File: src/rtl/bcd_mmss_counter.sv
//------------------------------------------------------------------------------
// bcd_mmss_counter
// Four-digit BCD mm:ss up/down counter with preset load, wrap/saturate
// terminal handling, sticky done flag and a lap-hold display register.
// Revision: 1.0
//------------------------------------------------------------------------------
`default_nettype none

module bcd_mmss_counter #(
  parameter int SEC_TENS_MOD = 6,
  parameter int MIN_TENS_MOD = 10,
  parameter bit WRAP         = 1'b1
) (
  input  logic        clk_1Hz,
  input  logic        reset,
  input  logic        en,
  input  logic        dir,
  input  logic        load,
  input  logic [15:0] load_val,
  input  logic        lap,
  output logic [3:0]  num0,
  output logic [3:0]  num1,
  output logic [3:0]  num2,
  output logic [3:0]  num3,
  output logic        done,
  output logic        at_zero
);

  // Digit index 0 is seconds-ones, 3 is minutes-tens, matching load_val layout.
  localparam logic [3:0][3:0] DIG_MAX = {4'(MIN_TENS_MOD - 1), 4'd9,
                                         4'(SEC_TENS_MOD - 1), 4'd9};

  logic [3:0][3:0] c_q, c_d;
  logic [3:0][3:0] h_q, h_d;
  logic            done_q, done_d;

  logic [3:0][3:0] w_stepped;
  logic [3:0][3:0] w_load_clamped;
  logic            w_carry;

  // Ripple the carry/borrow across all digits within the single edge; a
  // carry out of the top digit marks the terminal step.
  always_comb begin
    w_stepped = c_q;
    w_carry   = 1'b1;
    for (int i = 0; i < 4; i++) begin
      if (w_carry) begin
        if (!dir) begin
          if (c_q[i] == DIG_MAX[i]) begin
            w_stepped[i] = 4'd0;
          end else begin
            w_stepped[i] = c_q[i] + 4'd1;
            w_carry      = 1'b0;
          end
        end else begin
          if (c_q[i] == 4'd0) begin
            w_stepped[i] = DIG_MAX[i];
          end else begin
            w_stepped[i] = c_q[i] - 4'd1;
            w_carry      = 1'b0;
          end
        end
      end
    end
  end

  always_comb begin
    w_load_clamped = '0;
    for (int i = 0; i < 4; i++) begin
      w_load_clamped[i] = (load_val[i*4 +: 4] > DIG_MAX[i]) ? DIG_MAX[i]
                                                            : load_val[i*4 +: 4];
    end
  end

  always_comb begin
    c_d    = c_q;
    done_d = done_q;
    if (reset) begin
      c_d    = '0;
      done_d = 1'b0;
    end else if (load) begin
      c_d    = w_load_clamped;
      done_d = 1'b0;
    end else if (en) begin
      if (w_carry) begin
        done_d = 1'b1;
        c_d    = WRAP ? w_stepped : c_q;
      end else begin
        c_d = w_stepped;
      end
    end
  end

  // The display follows the post-edge count unless lap is holding it.
  always_comb begin
    h_d = h_q;
    if (reset) begin
      h_d = '0;
    end else if (!lap) begin
      h_d = c_d;
    end
  end

  always_ff @(posedge clk_1Hz) begin
    c_q    <= c_d;
    h_q    <= h_d;
    done_q <= done_d;
  end

  assign num0    = h_q[0];
  assign num1    = h_q[1];
  assign num2    = h_q[2];
  assign num3    = h_q[3];
  assign done    = done_q;
  assign at_zero = (c_q == '0);

endmodule

`default_nettype wire

File: config.mk
export PLATFORM = sky130hd
export DESIGN_NAME = bcd_mmss_counter
export DESIGN_NICKNAME = d
export VERILOG_FILES = /design/src/rtl/bcd_mmss_counter.sv
export SDC_FILE = /design/constraint.sdc
export NUM_CORES = 1
export LEC_CHECK = 0
export ABC_AREA = 1
export BUFFER_PORTS_ARGS = -buffer_cell sky130_fd_sc_hd__buf_2
export CELL_PAD_IN_SITES_DETAIL_PLACEMENT = 1
export CELL_PAD_IN_SITES_GLOBAL_PLACEMENT = 1
export CORE_ASPECT_RATIO = 1.4
export CORE_UTILIZATION = 37
export CTS_BUF_LIST = sky130_fd_sc_hd__clkbuf_2
export DETAILED_ROUTE_END_ITERATION = 12
export PLACE_DENSITY = 0.85
export RECOVER_POWER = 100
export SETUP_SLACK_MARGIN = 0.2
export SLEW_MARGIN = 20
export SYNTH_ARGS = -nofsm -noshare
export SYNTH_HDL_FRONTEND = slang
export SYNTH_SLANG_ARGS = --single-unit
File: constraint.sdc
create_clock -name clk_1Hz -period 1.5 [get_ports clk_1Hz]
set_clock_uncertainty 0.1 [all_clocks]
set_input_delay 0.15 -clock clk_1Hz [delete_from_list [all_inputs] [get_ports clk_1Hz]]
set_output_delay 0.15 -clock clk_1Hz [all_outputs]
set_load 0.1 [all_outputs]
==> Word-level counts from Yosys, hierarchy flattened <==
Index checks and enable logic that the tools add are counted.
{ "totals": {"reg_bits": 33, "elab_cells": 69, "inputBits": 22, "output_inout_bits": 18} }
{ "op_classes": {"n_addsub": 8, "n_eq_ne": 4, "reduce_logical": 7, "mux": 37, "magnitude_cmp": 4} }
{ "op_table": {"columns": ["operator", "count"], "rows": [
  ["two-way mux 4 bit", 19],
  ["two-way mux 16 bit", 3],
  ["adder 4 x 1 -> 4 bit, second input constant", 4],
  ["zero test 16 bit", 1],
  ["zero test 4 bit", 4],
  ["subtractor 4 x 1 -> 4 bit, second input constant", 4],
  ["two-way mux 1 bit", 15],
  ["equality test 4 bit, second input constant", 3],
  ["greater-than comparator 4 bit, second input constant", 3],
  ["equality test 4 x 3 -> 1 bit, second input constant", 1],
  ["greater-than comparator 4 x 3 -> 1 bit, second input constant", 1],
  ["AND reduction 2 bit", 1],
  ["OR reduction 2 bit", 1]
]} }

==> Longest topological paths before layout <==
{ "logic_depth": {"ltp_word": 9, "depth_mapped": 12, "depth_no_buf": 12} }

==> Worst setup path after synthesis <==
Ideal clock, no wire load.
{ "synth_path": {"kind": "register -> output", "start": "register c_q[8] (netlist name)", "end": "output at_zero", "slack_ns": -2.415, "path_stages_with_launch": 5, "path_buffers": 0, "t_required_ns": 1.250, "t_arrival_ns": 3.665, "cell_sequence": "dfxtp_1 -> inv_1 -> ha_1 -> nand3_1 -> nor4_1"} }
{ "synth_via": {"elab_chain_len": 1} }
{ "synth_lines": {"columns": ["item", "line", "source"], "rows": [
  ["start, declared", "33", "logic [3:0][3:0] c_q, c_d;"],
  ["start signal, assigned", "105", "c_q <= c_d;"],
  ["zero test 16 bit", "115", "assign at_zero = (c_q == '0);"],
  ["end, declared", "26", "output logic at_zero"]
]} }
Every way passes these cells.

==> Final worst setup path <==
{ "layout_path": {"start": "register c_q[1] (netlist name)", "end": "register h_q (netlist bit num3[0])"} }
{ "layout_via": {"elab_chain_len": 9, "word_cells_on_any_way": 11, "cone_classes": "1 x eq/ne; 9 x mux; 1 x reduce/logical"} }
{ "layout_lines": {"columns": ["item", "line", "source"], "rows": [
  ["equality test 4 bit or zero test 4 bit (tied branches)", "49, 56", null],
  ["two-way mux 1 bit, on equally long branches", "49, 56", null],
  ["two-way mux 1 bit *", "48", "if (!dir) begin"],
  ["two-way mux 1 bit * (2 in a row)", "47", "if (w_carry) begin"],
  ["two-way mux 4 bit *", "47", null],
  ["two-way mux 16 bit *", "84", "end else if (en) begin"],
  ["two-way mux 16 bit *", "81", "end else if (load) begin"],
  ["two-way mux 16 bit *", "78", "if (reset) begin"],
  ["end signal, assigned", "106", "h_q <= h_d;"],
  ["end, declared", "34", "logic [3:0][3:0] h_q, h_d;"]
]} }
Every way passes the cells marked *; elsewhere a longest branch is shown, timed or not.
A chain may end at the register's enable or synchronous reset.

==> results.toml <==
[global_routing]
antenna_found_initial = 0
grt_usage_pct = 37.1
first_global_vias = 3246
grt_max_degree = 22
grt_pass1_wl_mm = 17.6
grt-ovfl-total = 0

[floorplanning]
dieArea_um2 = 6600
io_pins = 40
die_x_um = 68.9
core_um2 = 5950
fp.dieH_um = 95.7
start_util_pct = 39.0
rows = 33

[critical_path]
worstSetupPathType = "register to register"
crit_chain = "inv_2, buf_6, buf_6, ha_4, nand3_4, nand2_4, nand3_4, nor2_8, nand3_2, nand3_4, nand2_4, a21oi_2"
cp.required_ns = 1.76
cp_common_cell = "nand3_4"
crit_fanout = 6
reg2regPathDepth = 12
cp.arrival_ns = 2.35
crit_path_start_kind = "register"
path_delay_family = "simple AND/OR/NAND/NOR gates"
r2r-end = "num3[0]"
cp_slowest_cell = "dfxtp_2"
reg2reg_slack_ns = -0.59
crit_buf_inv = 3
cp-end-kind = "register"
reg2reg_from = "c_q[1]"
slowest_delay_ns = 0.38

[final_layout]
drive_gt1_share_pct = 61.8
areaGrowthSynthToFinish_pct = 70.6
fin_cells = 523
utilization_pct = 66.6
final_nets = 487
final_area_um2 = 3960
num_antenna_cells = 0

[sta]
finalSetupViolCount = 34
hold_viol_final = 1
postLayoutSetupSlackWorst_ns = -0.589
max_clock_freq_mhz = 479
hold_slack_ns = -0.0139
slew_headroom_pct = 75.3
min_period_ns = 2.09
setup_tns_ns = -15.42
rsz0062_at_grt = "true"
fin_crit_sh_pct = 139
worst-slew-pin-transition_ns = 0.366
slew_violations = 0

[synth]
synth-seq-cells = 33
ys.flop_type = "dfxtp_1"
yosysWarnings = 0
yosysUniqueCellTypes = 35
synth_cells = 331
synth-seq-area-share_pct = 28.5
syn_area_um2 = 2320
async_flop_share_pct = 0
synth_nets = 366
syn-mean-instance-area_um2 = 7.01
synth-edff-count = 0

[drt]
wire_per_inst_um = 27.6
drc = 0
vias = 3270
drtIter0Drc = 280
drt_wl_total_mm = 14.5
ant_nets = 0
routed_via_density = 6.25
firstDrtPassIters = 5

[outcome]
outcome = "finished, violations left"
violations = "negative hold slack, negative setup slack"

[pwr]
intPower_w = 0.00160
p_switching_w = 0.00141
p_per_area_nw_per_um2 = 759
combPwrFrac_pct = 49.6
seqPwrFrac_pct = 33.7
switching_share_pct = 46.9
vdd_drop_max_uv = 704
leakagePower_nw = 1.82
clkPwrFrac_pct = 16.7

[worst_hold_path]
min_delay_worst_endpoint = "c_q[2]"
hp-class = "input port to register"
hp-start = "load_val[3]"
whs_path_depth = 4

[cts]
h-tree-depth = 2
cts_buffers = 5
clkTransAtPathRegs_ns = 0.20
root_buffer = "clkbuf_2"
cts.sinks = 33
cts.path.max_buffers = 2
tritoncts = "built"
clk_latency_ns = 0.47

[placement]
numPortBuffers = 39
hpwl_mm = 6.20
gp_congestion = 0.864
placed_cells = 481
placedInstanceArea_um2 = 3050

[flow_run]
cap_violations = 0
[cells in the final DEF (no fill, tap or decap), types with 3 or more instances in the layout]
cell type	instances
a21oi_1	12
a21oi_2	16
a21oi_4	4
buf_12	5
buf_2	21
buf_4	63
buf_6	13
clkbuf_2	6
clkbuf_4	14
dfxtp_1	11
dfxtp_2	18
dfxtp_4	4
dlygate4sd3_1	9
ha_1	5
ha_4	7
inv_1	18
inv_2	19
inv_4	6
nand2_1	39
nand2_2	20
nand2_4	12
nand3_1	15
nand3_2	20
nand3_4	8
nand4_1	6
nor2_1	24
nor2_4	4
o211ai_1	5
o21ai_0	17
o21ai_1	4
o21ai_2	7
xor2_1	3
[cells in the mapped netlist (all sizes together), types with 2 or more instances]
cell	n	share of area (%)
nor3	2	0.43
nand3	43	12
inv	43	7.2
o21a	2	0.65
xor2	3	1.1
dfxtp	33	28
a21oi	32	7.7
buf	6	1.8
ha	13	7.0
nand4	6	1.6
clkbuf	5	0.81
o211ai	5	1.6
nor2	31	7.2
o21ai	28	6.2
xnor2	2	0.75
nand2	71	13
[state kept, by name, summed over array words and instances, names as in the netlist]
register and count:
num2 4, num0 4, done 1, c_q 16, num3 4, num1 4
[cell type report]
cell class | count | area (um2)
clock inverter | 2 | 10.0
inverter | 43 | 176
timing repair buffer | 125 | 1020
fill | 691 | 1990
clock buffer | 6 | 30.0
multi-input combinational | 244 | 1940
tap | 70 | 87.6
sequential | 33 | 698
[power groups by stage]
stage	logic, W	registers (W)	clock network, W
floorplan	0.000463	0.00121	0
global placement	0.000971	0.00100	0
detailed placement	0.00101	0.00101	0
CTS	0.00118	0.000992	0.000432
global route	0.00153	0.00101	0.000522
finish	0.00149	0.00101	0.000503
[stage by stage]
step / power (W) / setup WS (ns) / hold WS (ns)
6_report: 0.00300 / -0.589 / -0.0139
5_1_grt: 0.00307 / -0.630 / 0.00986
4_1_cts: 0.00260 / -0.427 / 0.00480
3_5_place_dp: 0.00202 / -0.212 / 0.288
3_3_place_gp: 0.00198 / -0.106 / 0.274
2_1_floorplan: 0.00167 / -0.465 / 0.162
[per-layer routing]
layer | part of all wire, % | vias to the layer above | global-route usage, % | wire, um
met5 | 0 | - | 0 | 0
met4 | 6.6 | 0 | 19.6 | 959
met3 | 7.9 | 97 | 5.92 | 1150
met2 | 48 | 226 | 64.2 | 6920
met1 | 38 | 1610 | 42.2 | 5430
li1 | - | 1337 | - | -
[how the worst max path moves through the flow]
stage	startpoint	end	slack [ns]	depth (start not counted)
2_1_floorplan	c_q[1]	at_zero	-0.47	4
5_1_grt	c_q[1]	num3[2]	-0.63	14
3_3_place_gp	c_q[4]	num3[2]	-0.11	11
4_1_cts	c_q[0]	at_zero	-0.43	6
6_report	c_q[1]	num3[0]	-0.59	12
3_5_place_dp	c_q[1]	num3[1]	-0.21	11
[tightest hold or removal path: stages]
cell and delay, ns:
buf_2 0.09, inv_1 0.07, nand3_1 0.14, a21oi_2 0.07
[repair_timing]
item	in CTS	in global routing
buffers inserted	10	15
gates resized for setup	92	107
hold endpoints to repair	6	1
setup endpoints to repair	51	51
hold buffers	8	1
pin swaps	29	31
[cell families (layout without fill, tap and decap cells)]
family / after synthesis / count (layout) / share of synthesized area (%)
xor+xnor: 5 / 5 / 1.89
simple gates: 156 / 156 / 35.5
compound gates: 70 / 70 / 17.3
flops: 33 / 33 / 28.5
fa+ha+maj: 13 / 13 / 7.01
buf+inv: 54 / 176 / 9.81
Note: power is estimated with default switching activity, not from simulation.
